[src/rtl/fft_sdf_stage_if.sv]
`default_nettype none
// ============================================================================
// Module      : fft_sdf_stage_if
// Description : Streaming sample/twiddle bus of one radix-2 SDF FFT stage.
// Revision    : 1.0 - initial release
// ============================================================================
interface fft_sdf_stage_if #(
    parameter int DW = 12
);
    logic                 in_valid;
    logic signed [DW-1:0] in_r;
    logic signed [DW-1:0] in_i;
    logic signed [DW-1:0] tw_r;
    logic signed [DW-1:0] tw_i;
    logic                 ovf_clr;
    logic                 out_valid;
    logic signed [DW-1:0] out_r;
    logic signed [DW-1:0] out_i;
    logic                 ovf;

    modport master (
        output in_valid, in_r, in_i, tw_r, tw_i, ovf_clr,
        input  out_valid, out_r, out_i, ovf
    );

    modport slave (
        input  in_valid, in_r, in_i, tw_r, tw_i, ovf_clr,
        output out_valid, out_r, out_i, ovf
    );
endinterface
`default_nettype wire

[src/rtl/fft_sdf_stage.sv]
`default_nettype none
// ============================================================================
// Module      : fft_sdf_stage
// Description : Radix-2 single-path delay-feedback FFT stage with optional
//               per-stage halving, saturation and external twiddle.
// Revision    : 1.0 - initial release
// ============================================================================
module fft_sdf_stage #(
    parameter int DW      = 12,
    parameter int DEPTH   = 4,
    parameter int TW_FRAC = 10,
    parameter int SCALE   = 0
) (
    input  wire logic      clk,
    input  wire logic      rst,
    fft_sdf_stage_if.slave bus
);
    localparam int c_CW = (DEPTH > 1) ? $clog2(2 * DEPTH) : 1;
    localparam int c_PW = 2 * DW + 3;

    localparam logic signed [c_PW-1:0] c_MAX  = {{(c_PW-DW+1){1'b0}}, {(DW-1){1'b1}}};
    localparam logic signed [c_PW-1:0] c_MIN  = {{(c_PW-DW+1){1'b1}}, {(DW-1){1'b0}}};
    localparam logic signed [c_PW-1:0] c_HALF = {{(c_PW-1){1'b0}}, 1'b1} << (TW_FRAC - 1);
    localparam logic [c_CW-1:0]        c_PRIME_AT = c_CW'(DEPTH - 1);

    function automatic logic signed [DW-1:0] f_sat(input logic signed [c_PW-1:0] x);
        if (x > c_MAX)
            f_sat = c_MAX[DW-1:0];
        else if (x < c_MIN)
            f_sat = c_MIN[DW-1:0];
        else
            f_sat = x[DW-1:0];
    endfunction

    function automatic logic f_clip(input logic signed [c_PW-1:0] x);
        f_clip = (x > c_MAX) || (x < c_MIN);
    endfunction

    logic [c_CW-1:0]      r_cnt;
    logic                 r_primed;
    logic signed [DW-1:0] r_dl_r [DEPTH];
    logic signed [DW-1:0] r_dl_i [DEPTH];
    logic                 r_out_valid;
    logic signed [DW-1:0] r_out_r;
    logic signed [DW-1:0] r_out_i;
    logic                 r_ovf;

    logic                   w_accept;
    logic                   w_phase;
    logic signed [DW-1:0]   w_a_r, w_a_i;
    logic signed [DW:0]     w_s_r, w_s_i, w_d_r, w_d_i;
    logic signed [DW:0]     w_ss_r, w_ss_i, w_dd_r, w_dd_i;
    logic signed [c_PW-1:0] w_sx_r, w_sx_i;
    logic signed [c_PW-1:0] w_dx_r, w_dx_i, w_twx_r, w_twx_i;
    logic signed [c_PW-1:0] w_pr, w_pi, w_rr, w_ri;
    logic signed [DW-1:0]   w_push_r, w_push_i;
    logic signed [DW-1:0]   w_res_r, w_res_i;
    logic                   w_ovf_set;

    assign w_accept = bus.in_valid;
    assign w_phase  = r_cnt[c_CW-1];
    assign w_a_r    = r_dl_r[DEPTH-1];
    assign w_a_i    = r_dl_i[DEPTH-1];

    // Butterfly at DW+1 bits so neither sum nor difference can wrap.
    assign w_s_r = $signed({w_a_r[DW-1], w_a_r}) + $signed({bus.in_r[DW-1], bus.in_r});
    assign w_s_i = $signed({w_a_i[DW-1], w_a_i}) + $signed({bus.in_i[DW-1], bus.in_i});
    assign w_d_r = $signed({w_a_r[DW-1], w_a_r}) - $signed({bus.in_r[DW-1], bus.in_r});
    assign w_d_i = $signed({w_a_i[DW-1], w_a_i}) - $signed({bus.in_i[DW-1], bus.in_i});

    assign w_ss_r = (SCALE != 0) ? (w_s_r >>> 1) : w_s_r;
    assign w_ss_i = (SCALE != 0) ? (w_s_i >>> 1) : w_s_i;
    assign w_dd_r = (SCALE != 0) ? (w_d_r >>> 1) : w_d_r;
    assign w_dd_i = (SCALE != 0) ? (w_d_i >>> 1) : w_d_i;

    assign w_sx_r  = {{(c_PW-DW-1){w_ss_r[DW]}}, w_ss_r};
    assign w_sx_i  = {{(c_PW-DW-1){w_ss_i[DW]}}, w_ss_i};
    assign w_dx_r  = {{(c_PW-DW-1){w_dd_r[DW]}}, w_dd_r};
    assign w_dx_i  = {{(c_PW-DW-1){w_dd_i[DW]}}, w_dd_i};
    assign w_twx_r = {{(c_PW-DW){bus.tw_r[DW-1]}}, bus.tw_r};
    assign w_twx_i = {{(c_PW-DW){bus.tw_i[DW-1]}}, bus.tw_i};

    // Full-precision complex multiply, then round half up before saturating.
    assign w_pr = w_dx_r * w_twx_r - w_dx_i * w_twx_i;
    assign w_pi = w_dx_r * w_twx_i + w_dx_i * w_twx_r;
    assign w_rr = (w_pr + c_HALF) >>> TW_FRAC;
    assign w_ri = (w_pi + c_HALF) >>> TW_FRAC;

    assign w_res_r  = w_phase ? f_sat(w_sx_r) : w_a_r;
    assign w_res_i  = w_phase ? f_sat(w_sx_i) : w_a_i;
    assign w_push_r = w_phase ? f_sat(w_rr) : bus.in_r;
    assign w_push_i = w_phase ? f_sat(w_ri) : bus.in_i;

    assign w_ovf_set = w_accept & w_phase &
                       (f_clip(w_sx_r) | f_clip(w_sx_i) | f_clip(w_rr) | f_clip(w_ri));

    always_ff @(posedge clk or posedge rst) begin
        if (rst) begin
            r_cnt       <= '0;
            r_primed    <= 1'b0;
            r_out_valid <= 1'b0;
            r_out_r     <= '0;
            r_out_i     <= '0;
            r_ovf       <= 1'b0;
            for (int k = 0; k < DEPTH; k++) begin
                r_dl_r[k] <= '0;
                r_dl_i[k] <= '0;
            end
        end else begin
            r_out_valid <= w_accept & r_primed;
            if (w_accept) begin
                r_cnt   <= r_cnt + c_CW'(1);
                r_out_r <= w_res_r;
                r_out_i <= w_res_i;
                if (r_cnt == c_PRIME_AT)
                    r_primed <= 1'b1;
                // Shift register FIFO: push at index 0, head at DEPTH-1.
                for (int k = DEPTH - 1; k > 0; k--) begin
                    r_dl_r[k] <= r_dl_r[k-1];
                    r_dl_i[k] <= r_dl_i[k-1];
                end
                r_dl_r[0] <= w_push_r;
                r_dl_i[0] <= w_push_i;
            end
            if (w_ovf_set)
                r_ovf <= 1'b1;
            else if (bus.ovf_clr)
                r_ovf <= 1'b0;
        end
    end

    assign bus.out_valid = r_out_valid;
    assign bus.out_r     = r_out_r;
    assign bus.out_i     = r_out_i;
    assign bus.ovf       = r_ovf;
endmodule
`default_nettype wire

[src/flat_wrapper.sv]
// flat-port wrapper written by rule: the top's interface ports become plain ports
module fft_sdf_stage_flat 
#(
    parameter int DW      = 12,
    parameter int DEPTH   = 4,
    parameter int TW_FRAC = 10,
    parameter int SCALE   = 0
)
  (clk, rst, bus_in_valid, bus_in_r, bus_in_i, bus_tw_r, bus_tw_i, bus_ovf_clr, bus_out_valid, bus_out_r, bus_out_i, bus_ovf);
  fft_sdf_stage_if #(.DW(DW)) bus_i ();
  input  wire logic clk;
  input  wire logic rst;
  input wire logic [$bits(bus_i.in_valid)-1:0] bus_in_valid;
  input wire logic [$bits(bus_i.in_r)-1:0] bus_in_r;
  input wire logic [$bits(bus_i.in_i)-1:0] bus_in_i;
  input wire logic [$bits(bus_i.tw_r)-1:0] bus_tw_r;
  input wire logic [$bits(bus_i.tw_i)-1:0] bus_tw_i;
  input wire logic [$bits(bus_i.ovf_clr)-1:0] bus_ovf_clr;
  output wire logic [$bits(bus_i.out_valid)-1:0] bus_out_valid;
  output wire logic [$bits(bus_i.out_r)-1:0] bus_out_r;
  output wire logic [$bits(bus_i.out_i)-1:0] bus_out_i;
  output wire logic [$bits(bus_i.ovf)-1:0] bus_ovf;
  assign bus_i.in_valid = bus_in_valid;
  assign bus_i.in_r = bus_in_r;
  assign bus_i.in_i = bus_in_i;
  assign bus_i.tw_r = bus_tw_r;
  assign bus_i.tw_i = bus_tw_i;
  assign bus_i.ovf_clr = bus_ovf_clr;
  assign bus_out_valid = bus_i.out_valid;
  assign bus_out_r = bus_i.out_r;
  assign bus_out_i = bus_i.out_i;
  assign bus_ovf = bus_i.ovf;
  fft_sdf_stage #(.DW(DW), .DEPTH(DEPTH), .TW_FRAC(TW_FRAC), .SCALE(SCALE)) u_core (.clk(clk), .rst(rst), .bus(bus_i));
endmodule
[config.mk]
export PLATFORM = sky130hd
export DESIGN_NAME = fft_sdf_stage_flat
export DESIGN_NICKNAME = d
export VERILOG_FILES = /design/src/rtl/fft_sdf_stage_if.sv /design/src/rtl/fft_sdf_stage.sv /design/src/flat_wrapper.sv
export SDC_FILE = /design/constraint.sdc
export NUM_CORES = 2
export LEC_CHECK = 0
export ABC_CLOCK_PERIOD_IN_PS = 10210
export BUFFER_PORTS_ARGS = -buffer_cell sky130_fd_sc_hd__buf_2
export CAP_MARGIN = 20
export CORE_MARGIN = 5
export CORE_UTILIZATION = 35
export CTS_BUF_LIST = sky130_fd_sc_hd__clkbuf_8
export CTS_CLUSTER_SIZE = 40
export DETAILED_ROUTE_END_ITERATION = 7
export GPL_ROUTABILITY_DRIVEN = 0
export PLACE_DENSITY = 0.59
export SYNTH_ARGS = -nofsm -noshare
export SYNTH_HDL_FRONTEND = slang
export SYNTH_SLANG_ARGS = --single-unit
[constraint.sdc]
create_clock -name clk -period 10.21 [get_ports clk]
set_clock_uncertainty 0.15 [all_clocks]
set_input_delay 1.021 -clock clk [delete_from_list [all_inputs] [get_ports clk]]
set_output_delay 1.021 -clock clk [all_outputs]
set_load 0.05 [all_outputs]
==> insert_results.sql <==
INSERT INTO impl_metrics (metric_group, metric, value, unit) VALUES
('status', 'outcome', 'complete, no violations', ''),
('routing', 'drcViolationCount', '0', ''),
('synth', 'synthDistinctLibCells', '72', ''),
('synth', 'synth-main-ff-cell', 'dfrtp_1', ''),
('routing', 'vias', '25454', ''),
('timing', 'setup_tns', '0', 'ns'),
('layout', 'filler_cell_count', '9299', ''),
('die', 'start_util', '35.2', '%'),
('clocking', 'htree_levels', '4', ''),
('grt', 'track_usage', '18.1', '%'),
('grt', 'overflow', '0', ''),
('timing', 'min_period', '10.18', 'ns'),
('grt', 'wire_length_of_the_first_global_routing_pass', '144000', 'um'),
('clocking', 'clockRootBuffer', 'clkbuf_8', ''),
('critical_path', 'crit_top_cell', 'buf_4', ''),
('synth', 'post_synth.cell_area_avg', '9.02', 'um^2'),
('routing', 'routed_wirelength', '87800', 'um'),
('timing', 'final_min_period_over_clock_period', '99.7', '%'),
('die', 'fp.dieArea', '100000', 'um^2'),
('critical_path', 'timing.critical_path.slowest_stage_cell', 'fa_1', ''),
('routing', 'avgRoutedWirePerCell', '16.3', 'um'),
('synth', 'ffs_latches_synth', '126', ''),
('clocking', 'worst_skew_pair.late_latency', '0.46', 'ns'),
('synth', 'ys_seq_area_share', '9.59', '%'),
('timing', 'setup_viol_count_final', '0', ''),
('synth', 'async_reset_ff_share', '100', '%'),
('hold_path', 'worst_hold_path_type', 'reg -> reg', ''),
('critical_path', 'crit_type', 'in -> reg', ''),
('synth', 'post_synth_instance_area', '32900', 'um^2'),
('run', 'maxCapViolations', '0', ''),
('routing', 'ant_nets', '0', ''),
('timing', 'achievable-frequency', '0.0982', 'GHz'),
('grt', 'grt_antenna_before_repair', '2', ''),
('die', 'die_width', '317', 'um'),
('clocking', 'cts_buffer_depth', '2', ''),
('timing', 'hold_violations', '0', ''),
('routing', 'vias_per_cell', '4.73', ''),
('grt', 'grt_pass1_vias', '27195', ''),
('timing', 'number_of_pins_with_negative_max_slew_slack_in_the_final_report', '0', ''),
('critical_path', 'timing.critical_path.required', '10.39', 'ns'),
('synth', 'synth_cells', '3645', ''),
('synth', 'synth-edff-count', '0', ''),
('layout', 'syn2layout_area_growth', '21.1', '%'),
('routing', 'iteration_0_drc_markers', '1205', ''),
('critical_path', 'cp.buffers_inverters', '12', ''),
('place', 'number_of_port_buffers', '77', ''),
('critical_path', 'depth_of_the_most_critical_reg_to_reg_path', '42', ''),
('layout', 'drive_gt1_share', '21.2', '%'),
('grt', 'grt_start_max_net_pins', '65', ''),
('routing', 'detailedRoute.firstPassIterationCount', '6', ''),
('die', 'rows', '112', ''),
('synth', 'synth.net_count', '4651', ''),
('synth', 'ys.warnings.count', '0', ''),
('timing', 'maxSlewHeadroom', '28.4', '%'),
('critical_path', 'path_delay_family', 'adder cells', ''),
('clocking', 'clock_sink_count', '126', ''),
('die', 'fp.dieH', '317', 'um'),
('critical_path', 'timing.critical_path.to', 'u_core.bus.ovf$_DFFE_PP0P_', ''),
('layout', 'nets_final', '5124', ''),
('timing', 'slew_at_the_pin_with_the_worst_max_slew_slack', '1.07', 'ns'),
('critical_path', 'crit-reg2reg-launch', 'u_core.w_a_i[0]$_DFFE_PP0P_', ''),
('die', 'floorplan.io_pins', '78', ''),
('timing', 'rsz0062_at_grt', 'yes', ''),
('critical_path', 'worst-endpoint-arrival', '10.36', 'ns'),
('critical_path', 'cp_num_cells', '46', ''),
('critical_path', 'crit_path_start_kind', 'input pin', ''),
('critical_path', 'r2r-end', 'u_core.bus.ovf$_DFFE_PP0P_', ''),
('critical_path', 'end_kind', 'flip-flop', ''),
('die', 'core', '93300', 'um^2'),
('place', 'dpl.hpwl', '73400', 'um'),
('critical_path', 'crit_path_max_fanout', '5', ''),
('clocking', 'clk_transition_reported_paths', '0.07', 'ns'),
('critical_path', 'timing.critical_path.slowest_cell_delay', '0.55', 'ns'),
('critical_path', 'worstSetupStartpoint', 'bus_in_r[1]', ''),
('clocking', 'cts_tree', 'yes', ''),
('clocking', 'cts_made_buffers', '17', ''),
('critical_path', 'regToRegSetupSlack', '0.26', 'ns');
==> worst min-delay path by stage <==
stage,from,to,slack (ns),cells after the start
2_1_floorplan,u_core.r_primed$_DFFE_PP0P_,u_core.r_primed$_DFFE_PP0P_,0.27,1
6_report,u_core.r_primed$_DFFE_PP0P_,u_core.r_primed$_DFFE_PP0P_,0.30,1
4_1_cts,u_core.r_primed$_DFFE_PP0P_,u_core.r_primed$_DFFE_PP0P_,0.31,1
3_5_place_dp,u_core.r_primed$_DFFE_PP0P_,u_core.r_primed$_DFFE_PP0P_,0.29,1
3_3_place_gp,u_core.r_primed$_DFFE_PP0P_,u_core.r_primed$_DFFE_PP0P_,0.29,1
5_1_grt,u_core.r_primed$_DFFE_PP0P_,u_core.r_primed$_DFFE_PP0P_,0.33,1
==> cells in the mapped netlist (3+ instances only) <==
master	number	area, um^2
inv_1	820	3080
fa_1	592	11900
ha_1	362	4530
nand2_1	359	1350
and2_1	210	1310
nor2_1	141	529
clkbuf_1	137	514
a21oi_1	136	681
dfrtp_1	126	3150
xnor2_1	116	1020
nor2b_1	74	463
mux2_2	70	788
o21ai_0	56	280
xor2_1	47	412
nand2b_1	45	282
a21o_1	39	293
nor3_1	34	170
nand3_1	24	120
mux2i_1	19	190
a211oi_1	18	135
o21bai_1	18	135
o22ai_1	18	113
o21a_1	17	128
and3_1	15	93.8
maj3_1	15	150
o211ai_1	14	105
a21boi_0	11	82.6
o31ai_1	10	75.1
or3_1	10	62.6
a31oi_1	8	50.1
or2_2	8	50.1
a211o_1	6	52.6
a311oi_1	5	43.8
a41o_1	4	40.0
o211a_1	4	40.0
o41ai_1	4	35.0
a31o_2	3	26.3
clkinv_1	3	11.3
o2bb2ai_1	3	26.3
==> area by class of cell <==
class                      count  area [um^2]  area share (%)
multi-input combinational   2556        27100            68.0
timing repair buffer         594         4510            11.3
sequential                   126         3150            7.92
inverter                     823         3090            7.76
tap                         1254         1570            3.94
clock buffer                  20          275           0.691
clock inverter                11          143           0.358
antenna                        2         5.00          0.0126
==> per-stage QoR <==
stage,worst slack [ns],cell area [um^2],utilization [%],instances,hold slack [ns]
6_report,0.0291,39800,42.7,5386,0.304
5_1_grt,-0.350,39800,42.7,5384,0.328
4_1_cts,0.00964,39400,42.2,5376,0.310
3_5_place_dp,-1.00,38400,41.1,5328,0.292
3_3_place_gp,-0.943,38400,41.1,5328,0.289
2_1_floorplan,0.00101,33000,-,3645,0.270
==> routing by layer <==
layer  track usage, %  part of all wire [%]
met5                0                 0.011
met4             5.39                   3.3
met3             2.63                   4.8
met2             29.4                    46
met1             25.3                    46
==> worst reg2reg max path: cells and delay by family (launching register included) <==
kind / cells / cell delay (ns)
adder cells (fa/ha/maj): 10 / 3.89
AND/OR/NAND/NOR: 7 / 1.44
AO/OA/AOI/OAI: 16 / 2.74
XOR/XNOR: 2 / 0.37
buffers and inverters: 7 / 0.84
flip-flops: 1 / 0.38
==> placed cells by master, fill, tap and decap left out, types with 12 or more instances in the layout <==
master	synthesis	layout
nand2b_1	45	45
o22ai_1	18	18
ha_4	0	21
nor2_2	0	12
xnor2_1	116	109
xor2_1	47	45
nand3_1	24	24
buf_2	1	77
o211ai_1	14	14
maj3_1	15	15
o21ai_2	1	19
buf_6	0	13
nor2b_1	74	69
buf_4	0	488
inv_1	820	821
mux2_2	70	70
and3_1	15	14
ha_1	362	338
dfrtp_1	126	125
nand2_1	359	358
fa_1	592	588
nor3_1	34	30
o21ai_0	56	30
o21bai_1	18	16
a21o_1	39	39
nor2_1	141	127
clkbuf_8	0	20
o21a_1	17	17
buf_12	0	15
and2_1	210	206
mux2i_1	19	19
a21oi_2	0	36
a21oi_1	136	99
==> flip-flops by register name, summed over array words and instances (netlist names) <==
name                  count
u_core.r_dl_r            36
u_core.w_a_i             12
u_core.w_a_r             12
u_core.bus.out_i         12
u_core.r_cnt              3
u_core.r_dl_i            36
u_core.r_primed           1
u_core.bus.ovf            1
u_core.bus.out_valid      1
u_core.bus.out_r         12
==> kinds of logic (layout without fill, tap and decap cells) <==
| kind of cell | Yosys count | after routing | share of synthesized area (%) |
|---|---|---|---|
| fa+ha+maj | 969 | 969 | 50.3 |
| buf+inv | 963 | 1448 | 11.0 |
| simple gates | 932 | 932 | 13.8 |
| compound gates | 403 | 403 | 8.08 |
| xor+xnor | 163 | 163 | 4.34 |
| flops | 126 | 126 | 9.59 |
| mux | 89 | 89 | 2.98 |
| other cells | 0 | 2 | 0 |
==> repair_timing <==
action,in CTS,in global routing
pin swaps,62,53
gates cloned,0,1
buffers inserted,19,8
setup endpoints to repair,23,25
hold buffers,0,0
resized for setup,91,90
Power is left out: the tool's default activity adds up to more than one toggle a clock period on the data nets, which glitch-free logic cannot reach.
